File: config.mk
export PLATFORM = sky130hd
export DESIGN_NAME = nand4_sweep_ctrl
export DESIGN_NICKNAME = d
export VERILOG_FILES = /design/src/rtl/nand4_sweep_ctrl.sv
export SDC_FILE = /design/constraint.sdc
export NUM_CORES = 1
export LEC_CHECK = 0
export ABC_AREA = 1
export CAP_MARGIN = 30
export CORE_MARGIN = 2
export CORE_UTILIZATION = 52
export DETAILED_ROUTE_END_ITERATION = 8
export HOLD_SLACK_MARGIN = 0.08
export PLACE_DENSITY = 0.83
export SLEW_MARGIN = 20
export SYNTH_ARGS = -nofsm -noshare
export SYNTH_HDL_FRONTEND = slang
export SYNTH_SLANG_ARGS = --single-unit
File: constraint.sdc
create_clock -name clk -period 1.76 [get_ports clk]
set_input_delay 0.352 -clock clk [delete_from_list [all_inputs] [get_ports clk]]
set_output_delay 0.352 -clock clk [all_outputs]
set_load 0.02 [all_outputs]
File: src/rtl/nand4_sweep_ctrl.sv
// -----------------------------------------------------------------------------
// nand4_sweep_ctrl
//   Exhaustive self-test sequencer for 4-input gate cells. On an accepted start
//   it drives all 16 input vectors onto the gate under test. Each vector is held
//   for DWELL cycles, and the gate output is sampled in the last dwell cycle.
//   Every sample is compared against a latched 16-bit expected truth table.
//   Mismatches are counted (saturating) and the first failing vector is kept.
//
//   Build option: SWEEP_STOP_ON_FAIL_EN
//     When defined, the sweep ends at the first mismatching sample. DONE then
//     holds the failing vector on vec_out. When undefined, all 16 vectors are
//     always swept.
//
// Parameters
//   DWELL  cycles each vector is held (1..255)
//   CNT_W  width of err_cnt; the count saturates at 2^CNT_W-1
//
// Ports
//   clk         clock, rising edge
//   rst_n       asynchronous active-low reset; aborts a sweep with no done
//   start       sweep request, honoured only in IDLE
//   expect_tt   expected gate output, bit i for vector i; latched on start
//   gate_y      output of the gate under test
//   vec_out     {a,b,c,d} applied to the gate, a is the MSB
//   busy        high from accepted start until done
//   done        one-cycle pulse at the end of a sweep
//   pass        last sweep had zero mismatches; held until the next start
//   err_cnt     mismatch count of the current or last sweep
//   fail_seen   at least one mismatch in the current or last sweep
//   first_fail  vector index of the first mismatch (valid when fail_seen)
//
// FSM states
//   state | meaning
//   IDLE  | waiting for start, vec_out parked at 0
//   RUN   | stepping vectors, sampling gate_y at the end of each dwell
//   DONE  | one cycle: done pulse, results final, vec_out holds last vector
// -----------------------------------------------------------------------------
module nand4_sweep_ctrl #(
  parameter int DWELL = 4,
  parameter int CNT_W = 5
) (
  input  logic             clk,
  input  logic             rst_n,
  input  logic             start,
  input  logic [15:0]      expect_tt,
  input  logic             gate_y,
  output logic [3:0]       vec_out,
  output logic             busy,
  output logic             done,
  output logic             pass,
  output logic [CNT_W-1:0] err_cnt,
  output logic             fail_seen,
  output logic [3:0]       first_fail
);

  typedef enum logic [1:0] {
    IDLE = 2'd0,
    RUN  = 2'd1,
    DONE = 2'd2
  } state_t;

  localparam logic [7:0]       DWELL_LAST = 8'(DWELL - 1);
  localparam logic [CNT_W-1:0] ERR_MAX    = '1;
  localparam logic [CNT_W-1:0] ERR_ONE    = CNT_W'(1);

  state_t           state, state_nxt;
  logic [7:0]       dcnt, dcnt_nxt;
  logic [15:0]      tt, tt_nxt;
  logic [3:0]       vec_nxt;
  logic             busy_nxt, done_nxt, pass_nxt, fs_nxt;
  logic [CNT_W-1:0] err_nxt;
  logic [3:0]       ff_nxt;

  logic sample;
  logic mismatch;
  logic stop_now;

  // The sample edge is the last cycle of each dwell window.
  assign sample   = (state == RUN) && (dcnt == DWELL_LAST);
  assign mismatch = sample && (gate_y != tt[vec_out]);

`ifdef SWEEP_STOP_ON_FAIL_EN
  assign stop_now = mismatch;
`else
  assign stop_now = 1'b0;
`endif

  // State register
  always_ff @(posedge clk or negedge rst_n) begin
    if (!rst_n) state <= IDLE;
    else        state <= state_nxt;
  end

  // Next-state logic
  always_comb begin
    state_nxt = state;
    unique case (state)
      IDLE: if (start) state_nxt = RUN;
      RUN:  if (sample && ((vec_out == 4'hF) || stop_now)) state_nxt = DONE;
      DONE: state_nxt = IDLE;
      default: state_nxt = IDLE;
    endcase
  end

  // Next values of the registered outputs and datapath
  always_comb begin
    dcnt_nxt = dcnt;
    tt_nxt   = tt;
    vec_nxt  = vec_out;
    busy_nxt = busy;
    done_nxt = 1'b0;
    pass_nxt = pass;
    err_nxt  = err_cnt;
    fs_nxt   = fail_seen;
    ff_nxt   = first_fail;
    unique case (state)
      IDLE: begin
        vec_nxt = 4'd0;
        if (start) begin
          tt_nxt   = expect_tt;
          err_nxt  = '0;
          fs_nxt   = 1'b0;
          ff_nxt   = 4'd0;
          pass_nxt = 1'b0;
          dcnt_nxt = 8'd0;
          busy_nxt = 1'b1;
        end
      end
      RUN: begin
        dcnt_nxt = dcnt + 8'd1;
        if (mismatch) begin
          if (err_cnt != ERR_MAX) err_nxt = err_cnt + ERR_ONE;
          if (!fail_seen) begin
            fs_nxt = 1'b1;
            ff_nxt = vec_out;
          end
        end
        if (sample) begin
          dcnt_nxt = 8'd0;
          if ((vec_out == 4'hF) || stop_now) begin
            busy_nxt = 1'b0;
            done_nxt = 1'b1;
            // Include the sample taken on this very edge.
            pass_nxt = !mismatch && (err_cnt == '0);
          end else begin
            vec_nxt = vec_out + 4'd1;
          end
        end
      end
      DONE: vec_nxt = 4'd0;
      default: vec_nxt = 4'd0;
    endcase
  end

  always_ff @(posedge clk or negedge rst_n) begin
    if (!rst_n) begin
      dcnt       <= 8'd0;
      tt         <= 16'd0;
      vec_out    <= 4'd0;
      busy       <= 1'b0;
      done       <= 1'b0;
      pass       <= 1'b0;
      err_cnt    <= '0;
      fail_seen  <= 1'b0;
      first_fail <= 4'd0;
    end else begin
      dcnt       <= dcnt_nxt;
      tt         <= tt_nxt;
      vec_out    <= vec_nxt;
      busy       <= busy_nxt;
      done       <= done_nxt;
      pass       <= pass_nxt;
      err_cnt    <= err_nxt;
      fail_seen  <= fs_nxt;
      first_fail <= ff_nxt;
    end
  end

endmodule
==> impl_metrics.yaml <==
outcome:
  run_status: "finished, final reports clean"
routing:
  routed_via_density: 5.235
  initialDrtViolationCount: 228
  routed_wire_length_per_instance_um: 12.89
  drtAntennaViolNets: 0
  drt_wl_total_um: 4768
  post_route_drc_violation_count: 0
  drt-pass1-iter-count: 4
  via_count: 1937
global_route:
  grt_pass1_wl_um: 7838
  antenna_found_initial: 0
  grt_total_ovfl: 0
  grt_usage: 0.2278
  grt_max_degree: 32
  first_global_vias: 1803
clocking:
  clkSlewWorstSetupHoldPaths_ns: 0.09
  cts_buffer_depth: 2
  clk-insertion-delay-late_ns: 0.30
  clkSinkCount: 43
  cts_root_buf: "sky130_fd_sc_hd__clkbuf_8"
  cts-buffers-inserted: 5
  clock_tree_from_tritoncts: "built"
  cts-htree-levels: 2
setup_path:
  crit_path_cell_trace: "clkdlybuf4s50_1"
  worstSetupStartpointType: "register"
  critical_path_required_ns: 1.41
  endpoint_kind: "output pin"
  worstPathBufferInverterCount: 1
  critPathMaxFanout: 4
  crit_path_top_delay_cell: "sky130_fd_sc_hd__clkdlybuf4s50_1"
  critical_path_class: "register to output pin"
  arrival_ns: 1.38
  crit_path_max_incr_delay_ns: 0.63
  worst_path_dominant_cell_family: "buffers and inverters"
synthesis:
  synth.most_common_cell: "sky130_fd_sc_hd__nand2_1"
  syn-instance-count: 270
  synthesis.yosys.warnings: 0
  mappedNetlistArea_um2: 2158
  synth_commonest_cells: "75 x sky130_fd_sc_hd__nand2_1, 43 x sky130_fd_sc_hd__dfrtp_1, 33 x sky130_fd_sc_hd__inv_1"
  synth_top_area_share: 0.4986
  number_of_distinct_library_cells_after_synthesis: 25
  mean_area_per_synthesized_cell_um2: 7.994
  synth_area_leaders: "sky130_fd_sc_hd__dfrtp_1 50%, sky130_fd_sc_hd__nand2_1 13%, sky130_fd_sc_hd__nand3_1 6.3%"
  synth-edff-count: 0
  synth_async_reset_ratio: 1.000
  synth.largest_area_cell: "sky130_fd_sc_hd__dfrtp_1"
  postSynthNetCount: 295
  yosysSeqAreaShare: 0.4986
  ys_ff_latch: 43
  synthFlopType: "sky130_fd_sc_hd__dfrtp_1"
timing:
  hold_ws_ns: 0.4722
  number_of_endpoints_failing_setup_at_the_final_stage: 0
  clock.fmax_mhz: 578.1
  fraction_of_the_cycle_the_final_worst_path_needs: 0.9828
  maxSlewHeadroom: 0.6532
  final_worst_path_period_need_ns: 1.730
  measured_slew_at_the_worst_slew_check_pin_ns: 0.5202
  report.final.slew_viol_count: 0
  worst_clock_skew_ns: 0.01122
  final_hold_violation_count: 0
pwr:
  swShare: 0.2490
  clkPwrFrac: 0.376
  p_int_uw: 1610
  powerDensity_nw_per_um2: 766.5
  power.leakage_uw: 0.001400
  peakVddDrop_uv: 571.1
  combPwrFrac: 0.128
  power.switching_uw: 533.9
  share_seq_of_total_power: 0.496
  post-layout-total-power_uw: 2144
worst_hold_path:
  timing.hold.worst.class: "register to register"
floorplanning:
  start_util: 0.5396
  die_w_um: 68.43
  core_region_area_um2: 4000
  die_outline_area_um2: 4682
  std_cell_rows: 23
  fp.dieH_um: 68.43
  number_of_i_o_pins: 37
final_layout:
  antenna_diode_instance_count: 0
  finalInstanceArea_um2: 2798
  design.final.nets: 344
  register_area_um2: 1076
  areaGrowthSynthToFinish_pct: 29.62
  multi_input_area_um2: 935.9
  fillerInstances: 314
  layout-drive-gt1-share: 0.1313
placed_design:
  detailedPlacementHpwl_um: 3394
  port_buffers: 36
  place_area_um2: 2626
  routabilityCongestion: 0.9751
run:
  max_cap_violations: 0
==> layout by cell type, fill, tap and decap left out, drive strengths merged, types with 2 or more instances in the layout <==
cell type	synthesis	layout
nand3	30	30
xor2	4	4
dfrtp	43	43
nor3	2	2
buf	2	12
clkbuf	4	6
inv	37	37
nor2	26	26
o21ai	26	26
dlygate4sd2	0	3
nand4	2	2
ha	5	5
dlymetal6s2s	0	4
nand2	79	79
a21oi	3	3
clkdlybuf4s50	0	28
o22ai	3	3
==> path summary, 6_finish.rpt <==
| kind | startpoint | end | slack (ns) | cells after the start |
|---|---|---|---|---|
| min | first_fail[1] | first_fail[1] | 0.47 | 2 |
| max in group asynchronous | rst_n | done | 0.70 | 3 |
| min in group asynchronous | rst_n | first_fail[0] | 0.56 | 2 |
| max reg2reg | state[1] | err_cnt[4] | 0.12 | 8 |
| min reg2reg | first_fail[1] | first_fail[1] | 0.47 | 2 |
| max | err_cnt[4] | err_cnt[4] | 0.03 | 1 |
==> final cells by class <==
type,count,share of cell area
sequential,43,0.3846
multi-input combinational,184,0.3345
timing repair buffer,48,0.1668
inverter,37,0.04964
clock buffer,6,0.02952
tap,50,0.02236
clock inverter,2,0.01252
==> metal layers <==
metal / track usage / part of all wire
met1: 0.2875 / 0.44
met2: 0.3798 / 0.51
met3: 0.05921 / 0.034
met4: 0.07250 / 0.018
met5: 0 / 0
==> power by group through the flow <==
stage / registers [µW] / logic [µW] / clock network (µW)
floorplan: 1110 / 82.2 / 0
global placement: 1080 / 263 / 0
detailed placement: 1080 / 272 / 0
CTS: 1060 / 276 / 819
global route: 1070 / 305 / 850
finish: 1060 / 273 / 807
==> stage by stage <==
stage	worst slack, ns	utilization	setup TNS (ns)	std cells
3_5_place_dp	0.1101	0.6566	0	360
5_1_grt	-0.0005851	0.6994	-0.0005851	370
3_3_place_gp	0.09066	0.6566	0	360
4_1_cts	0.008621	0.6875	0	369
2_1_floorplan	0.1692	-	0	270
6_report	0.03032	0.6994	0	370
==> what timing repair did <==
| action | in CTS | in global routing |
|---|---|---|
| pin swaps | 0 | 2 |
| hold endpoints to repair | 20 | 0 |
| hold buffers | 1 | 0 |
| resized for setup | 3 | 13 |
| endpoints found under the setup margin | 3 | 16 |
| setup buffers | 0 | 1 |
==> state kept, by name (all words and copies together), names as in the netlist <==
signal and flops:
dcnt 8, tt 16, done 1, busy 1, err_cnt 5, vec_out 4, fail_seen 1, state 2
first_fail 4, pass 1
==> logic make-up after synthesis <==
group / share of synthesized area
AO/OA/AOI/OAI: 0.08811
AND/OR/NAND/NOR: 0.2823
buffers and inverters: 0.08173
flip-flops: 0.4985
adder cells (fa/ha/maj): 0.02899
XOR/XNOR: 0.02029
No activity file was read; power rests on OpenSTA's default activity.
